<file path="src/rtl/imem_loader_pkg.sv">
// Shared constants and state encoding for the instruction-memory loader.
// HALT_INST is the same opcode the decode and control units treat as the halt instruction.
package imem_loader_pkg;

  localparam int NB_BYTE = 8;
  localparam int NB_INST = 32;
  localparam int MEM_DEPTH_DEFAULT = 128;
  localparam logic [31:0] HALT_INST = 32'hF800_0000;

  function automatic int addr_width(input int depth);
    return (depth > 1) ? $clog2(depth) : 1;
  endfunction

  localparam int ADDRWIDTH = addr_width(MEM_DEPTH_DEFAULT);

  typedef enum logic [2:0] {
    ST_IDLE  = 3'd0,
    ST_RECV  = 3'd1,
    ST_WRITE = 3'd2,
    ST_DONE  = 3'd3,
    ST_ERROR = 3'd4
  } loader_state_t;

endpackage

</file>
<file path="src/rtl/imem_loader_byte_packer.sv">
// Packs NB_BYTE-wide stream bytes big-endian into one instruction word.
// word_complete fires in the same cycle the last byte of a word is accepted.
module imem_loader_byte_packer
  import imem_loader_pkg::*;
#(
  parameter int NB_INST = 32,
  parameter int NB_BYTE = 8
) (
  input  logic               i_clk,
  input  logic               i_reset,
  input  logic               clear,
  input  logic               accept,
  input  logic [NB_BYTE-1:0] data,
  output logic [NB_INST-1:0] word_next,
  output logic               word_complete
);

  localparam logic [1:0] LAST = 2'(NB_INST / NB_BYTE - 1);

  logic [NB_INST-1:0] shift;
  logic [1:0]         count;

  // The first byte shifts all the way up to the top of the word.
  assign word_next     = {shift[NB_INST-NB_BYTE-1:0], data};
  assign word_complete = accept && (count == LAST);

  always_ff @(posedge i_clk) begin
    if (i_reset || clear) begin
      shift <= '0;
      count <= 2'd0;
    end else if (accept) begin
      shift <= word_next;
      count <= count + 2'd1;
    end
  end

endmodule

</file>
<file path="src/rtl/imem_loader.sv">
// Write-side front end for instruction memory: packs a byte stream into words
// and writes them sequentially from address 0 until HALT or memory full.
module imem_loader
  import imem_loader_pkg::*;
#(
  parameter int NB_INST   = 32,
  parameter int NB_BYTE   = imem_loader_pkg::NB_BYTE,
  parameter int MEM_DEPTH = 128,
  parameter int ADDR_W    = addr_width(MEM_DEPTH),
  parameter logic [NB_INST-1:0] HALT_WORD = HALT_INST
) (
  input  logic               i_clk,
  input  logic               i_reset,
  input  logic               i_start,
  input  logic [NB_BYTE-1:0] i_rx_data,
  input  logic               i_rx_valid,
  output logic               o_rx_ready,
  output logic               o_wr_en,
  output logic [ADDR_W-1:0]  o_wr_addr,
  output logic [NB_INST-1:0] o_wr_data,
  output logic               o_busy,
  output logic               o_done,
  output logic               o_overflow,
  output logic [ADDR_W:0]    o_word_count
);

  localparam logic [ADDR_W-1:0] LAST_ADDR = ADDR_W'(MEM_DEPTH - 1);

  loader_state_t      state;
  logic [ADDR_W-1:0]  addr;
  logic               accept;
  logic               arm;
  logic [NB_INST-1:0] word_next;
  logic               word_complete;

  assign o_rx_ready = (state == ST_RECV);
  assign o_busy     = (state == ST_RECV) || (state == ST_WRITE);
  assign accept     = i_rx_valid && o_rx_ready;
  assign arm        = i_start && ((state == ST_IDLE) || (state == ST_DONE) || (state == ST_ERROR));

  imem_loader_byte_packer #(
    .NB_INST (NB_INST),
    .NB_BYTE (NB_BYTE)
  ) u_packer (
    .i_clk         (i_clk),
    .i_reset       (i_reset),
    .clear         (arm),
    .accept        (accept),
    .data          (i_rx_data),
    .word_next     (word_next),
    .word_complete (word_complete)
  );

  // HALT is checked before the full-memory test so a HALT in the last slot still finishes cleanly.
  always_ff @(posedge i_clk) begin
    if (i_reset) begin
      state        <= ST_IDLE;
      addr         <= '0;
      o_wr_en      <= 1'b0;
      o_wr_addr    <= '0;
      o_wr_data    <= '0;
      o_done       <= 1'b0;
      o_overflow   <= 1'b0;
      o_word_count <= '0;
    end else begin
      o_wr_en <= 1'b0;
      case (state)
        ST_IDLE, ST_DONE, ST_ERROR: begin
          if (i_start) begin
            addr         <= '0;
            o_word_count <= '0;
            o_done       <= 1'b0;
            o_overflow   <= 1'b0;
            state        <= ST_RECV;
          end
        end
        ST_RECV: begin
          if (word_complete) begin
            o_wr_en   <= 1'b1;
            o_wr_addr <= addr;
            o_wr_data <= word_next;
            state     <= ST_WRITE;
          end
        end
        ST_WRITE: begin
          o_word_count <= o_word_count + (ADDR_W+1)'(1);
          if (o_wr_data == HALT_WORD) begin
            o_done <= 1'b1;
            state  <= ST_DONE;
          end else if (addr == LAST_ADDR) begin
            o_overflow <= 1'b1;
            state      <= ST_ERROR;
          end else begin
            addr  <= addr + ADDR_W'(1);
            state <= ST_RECV;
          end
        end
        default: state <= ST_IDLE;
      endcase
    end
  end

endmodule

</file>
<file path="config.mk">
export PLATFORM = sky130hd
export DESIGN_NAME = imem_loader
export DESIGN_NICKNAME = d
export VERILOG_FILES = /design/src/rtl/imem_loader_pkg.sv /design/src/rtl/imem_loader_byte_packer.sv /design/src/rtl/imem_loader.sv
export SDC_FILE = /design/constraint.sdc
export NUM_CORES = 1
export LEC_CHECK = 0
export ABC_AREA = 1
export CAP_MARGIN = 20
export CORE_MARGIN = 5
export CORE_UTILIZATION = 40
export DETAILED_ROUTE_END_ITERATION = 8
export PLACE_DENSITY = 0.76
export REMOVE_ABC_BUFFERS = 1
export SYNTH_ARGS = -nofsm -noshare
export SYNTH_HDL_FRONTEND = slang
export SYNTH_SLANG_ARGS = --single-unit
</file>
<file path="constraint.sdc">
create_clock -name i_clk -period 1.41 [get_ports i_clk]
set_input_delay 0.282 -clock i_clk [delete_from_list [all_inputs] [get_ports i_clk]]
set_output_delay 0.282 -clock i_clk [all_outputs]
set_load 0.01 [all_outputs]
</file>
==> results.txt <==
The number of antenna violations at the first check in global routing came out at 0. The fraction of synthesized cell area taken by the top area cell type came out at 47.30%. The via count of the first global-routing pass came to 3341. The final weighted congestion in routability-driven placement came out at 0.8470.

The leakage component of the power is 2.497 nW. The iteration count of the initial detailed-routing pass came out at 5. The portion of the clock cycle consumed by the worst path in the final layout is 106.3%.

The power consumption is 4.837 mW. The depth of the CTS H-tree came out at 3. The capturing element type of the critical path is a flop. The placed instance area came out at 0.004649 mm². For the worst-skew pair, the clock arrives at the later sink with an insertion delay of 0.37 ns. The worst-case vdd ir drop came out at 384.4 µV. The wire length of the first global-routing pass is 15.41 mm. The share of the yosys chip area belonging to registers came out at 47.30%. The die area came out at 0.01111 mm². Summed over all failing endpoints, the final setup total negative slack is -0.7436 ns. In the layout the commonest cells are 102 x sky130_fd_sc_hd__nand2_1, 75 x sky130_fd_sc_hd__inv_1, 70 x sky130_fd_sc_hd__dfxtp_1. The maximum achievable frequency came out at 667.0 MHz. The count of distinct cell types in the synthesized netlist came out at 27. The largest net degree at the start of global routing came out at 35. The floorplan has 34 rows.

Relative to the synthesized area, the layout overhead comes to 45.55%. The total global-route track usage is 17.01%. The number of I/O pins is 64. In the routed layout, each cell is associated on average with a via count of 4.950.

The routed wire length is 10.01 mm. The number of remaining DRC errors came out at 0. After the first detailed-routing iteration, the DRC count stood at 166. The checks that failed: negative setup slack. The max-capacitance violation count is 0.

The highest fanout seen on the critical path is 5. The clock arrives with 0.01221 ns of skew. The number of diodes came out at 0. The number of cell instances on the worst register-to-register path came out at 9. The die is 105.4 µm wide. Across the whole layout, storage elements account for 0.001749 mm². The number of buffers on the longest clock path came out at 2. The type of the setup path with the least slack is flop to flop. At the worst endpoint, the required time is 1.69 ns. The type of the most critical hold path is flop to flop. The worst pin sits at a relative slew slack of 82.63%. In the post-synthesis netlist, the biggest area contributors are sky130_fd_sc_hd__dfxtp_1 47%, sky130_fd_sc_hd__nand2_1 13%, sky130_fd_sc_hd__inv_1 8.7%, sky130_fd_sc_hd__o21ai_0 6.3%, sky130_fd_sc_hd__a21oi_1 4.8%. The cell total after placement is 687. The combined area of the multi-input logic cells is 0.001783 mm². The post-synthesis register bit count came out at 86. Counting every instance in the synthesized netlist gives 496.

The post-route cell area is 0.005298 mm². The cell area that synthesis handed to floorplanning was 0.003640 mm². The floorplan step defined a core boundary enclosing 0.008806 mm².

The total of endpoints with negative setup slack in the final report came out at 21. The number of cells on the worst hold path is 2. The fraction of layout instances using a drive strength above 1 is 29.09%. The max-slew violation count is 0. The synthesis warning total is 0. The slew at the pin closest to its max-slew limit is 0.2606 ns. Setup repair after global routing could not meet its margin everywhere. The final worst-path setup slack is -0.08928 ns. The total congestion overflow after global routing came out at 0.

The average wire length per cell after detail routing is 14.04 µm. The post-detailed-route count of antenna-violating nets came out at 0. Across all hold checks on the routed design, the worst slack comes to 0.4685 ns.

The run finished, with violations left. The total number of clock tree sinks came out at 86. The power density over the cells came out at 913.1 mW/mm². The placed wire-length estimate after detailed placement is 6.649 mm. The non-filler instance count after layout came out at 713. The synthesized design spends more area on one cell type than any other, namely sky130_fd_sc_hd__dfxtp_1. The number of port buffers is 63.

The signal arrival time at the worst endpoint came out at 1.78 ns. The number of inserted filler cells in the final layout came out at 709. After clock tree synthesis, the clock-pin slew on the worst setup and hold paths is 0.08 ns. The average cell area after synthesis is 7.338 µm². The initial core utilization came out at 41.33%.

The root buffer cell chosen for the clock tree is sky130_fd_sc_hd__clkbuf_8. Detailed routing inserted a total of 3529 vias. The final critical path time including I/O delays and setup came out at 1.499 ns. The most common cell after layout, fill and taps aside is sky130_fd_sc_hd__nand2_1. The number of buffers created by CTS came out at 9.

Hold repair after CTS inserted 0 buffers. The count of endpoints failing hold in the final timing report was 0. The number of nets in the finished design is 615. The startpoint kind of the worst setup timing path is a flop. TritonCTS built the clock tree. The height of the chip is 105.4 µm.
-- final cells by class --
| class | instances | area share, % |
|---|---|---|
| clock inverters | 3 | 0.4724 |
| flip-flops and latches | 86 | 33.02 |
| repair buffers | 111 | 20.34 |
| clock buffers | 13 | 3.188 |
| well taps | 108 | 2.551 |
| inverters | 89 | 6.778 |
| multi-input cells | 303 | 33.66 |
-- cell families (layout without fill, tap and decap cells) --
kind of cell | count (synthesis) | count (layout) | synth area share [%]
DFF | 86 | 86 | 47.30
xor gates and xnor gates | 3 | 3 | 0.7220
and+or+nand+nor | 195 | 195 | 23.27
buffers and inverters | 107 | 216 | 11.83
adders and majority gates | 3 | 3 | 1.031
AOI/OAI and AO/OA | 102 | 102 | 15.85
-- per-stage QoR --
step	setup slack [ns]	utilization (%)
global placement	-0.1835	52.80
global route	-0.1355	60.16
finish	-0.08928	60.16
CTS	-0.1095	54.72
floorplan	-0.3783	-
detailed placement	-0.2444	52.80
-- state kept, by name (all words and copies together) (netlist names), 2 cells and up --
register,flops
state,3
o_word_count,8
o_wr_addr,7
u_packer.count,2
u_packer.shift,24
o_wr_data,32
addr,7
-- power by group --
group	switching [mW]	total, mW	internal, mW	leakage (nW)
combinational	0.399	0.691	0.292	1.70
sequential	0.0166	2.47	2.45	0.702
clock	0.884	1.68	0.795	0.0963
-- final timing paths --
kind,startpoint,end,slack (ns)
worst max-delay path,state[1],o_wr_data[6],-0.09
worst min register to register,u_packer.shift[20],o_wr_data[28],0.47
worst max register to register,state[1],o_wr_data[6],-0.09
worst min-delay path,u_packer.shift[20],o_wr_data[28],0.47
-- synth_stat cells, drive strengths merged --
cell	n
nand2	128
inv	88
dfxtp	86
o21ai	57
a21oi	35
nand3	33
nor2	30
clkbuf	11
o31ai	8
buf	7
ha	3
xor2	3
nor3	2
a211oi	1
clkinv	1
nand4	1
nor3b	1
o21a	1
-- worst max-delay path, stage by stage (launching register included) --
cell and delay [ns]:
sky130_fd_sc_hd__dfxtp_4 0.37, sky130_fd_sc_hd__nor3_4 0.22, sky130_fd_sc_hd__buf_6 0.14, sky130_fd_sc_hd__nand2_4 0.06
sky130_fd_sc_hd__clkinv_4 0.08, sky130_fd_sc_hd__nand2_8 0.08, sky130_fd_sc_hd__nor2_8 0.18, sky130_fd_sc_hd__buf_8 0.16
sky130_fd_sc_hd__nand2_4 0.06, sky130_fd_sc_hd__o31ai_4 0.06
-- layer usage --
layer	GRT usage, %	share of wire (%)	wire length (µm)
met2	28.96	50	5030
met3	3.667	4.4	444
met4	8.529	3.1	311
met5	0	0	0
met1	20.23	42	4229
-- what timing repair did --
action                     4_1_cts  5_1_grt
cloned                           0        3
resized for setup               76      135
setup endpoints to repair      104       90
pin swaps                        2       28
setup buffers                    0        7
No activity file was read; power rests on OpenSTA's default activity.
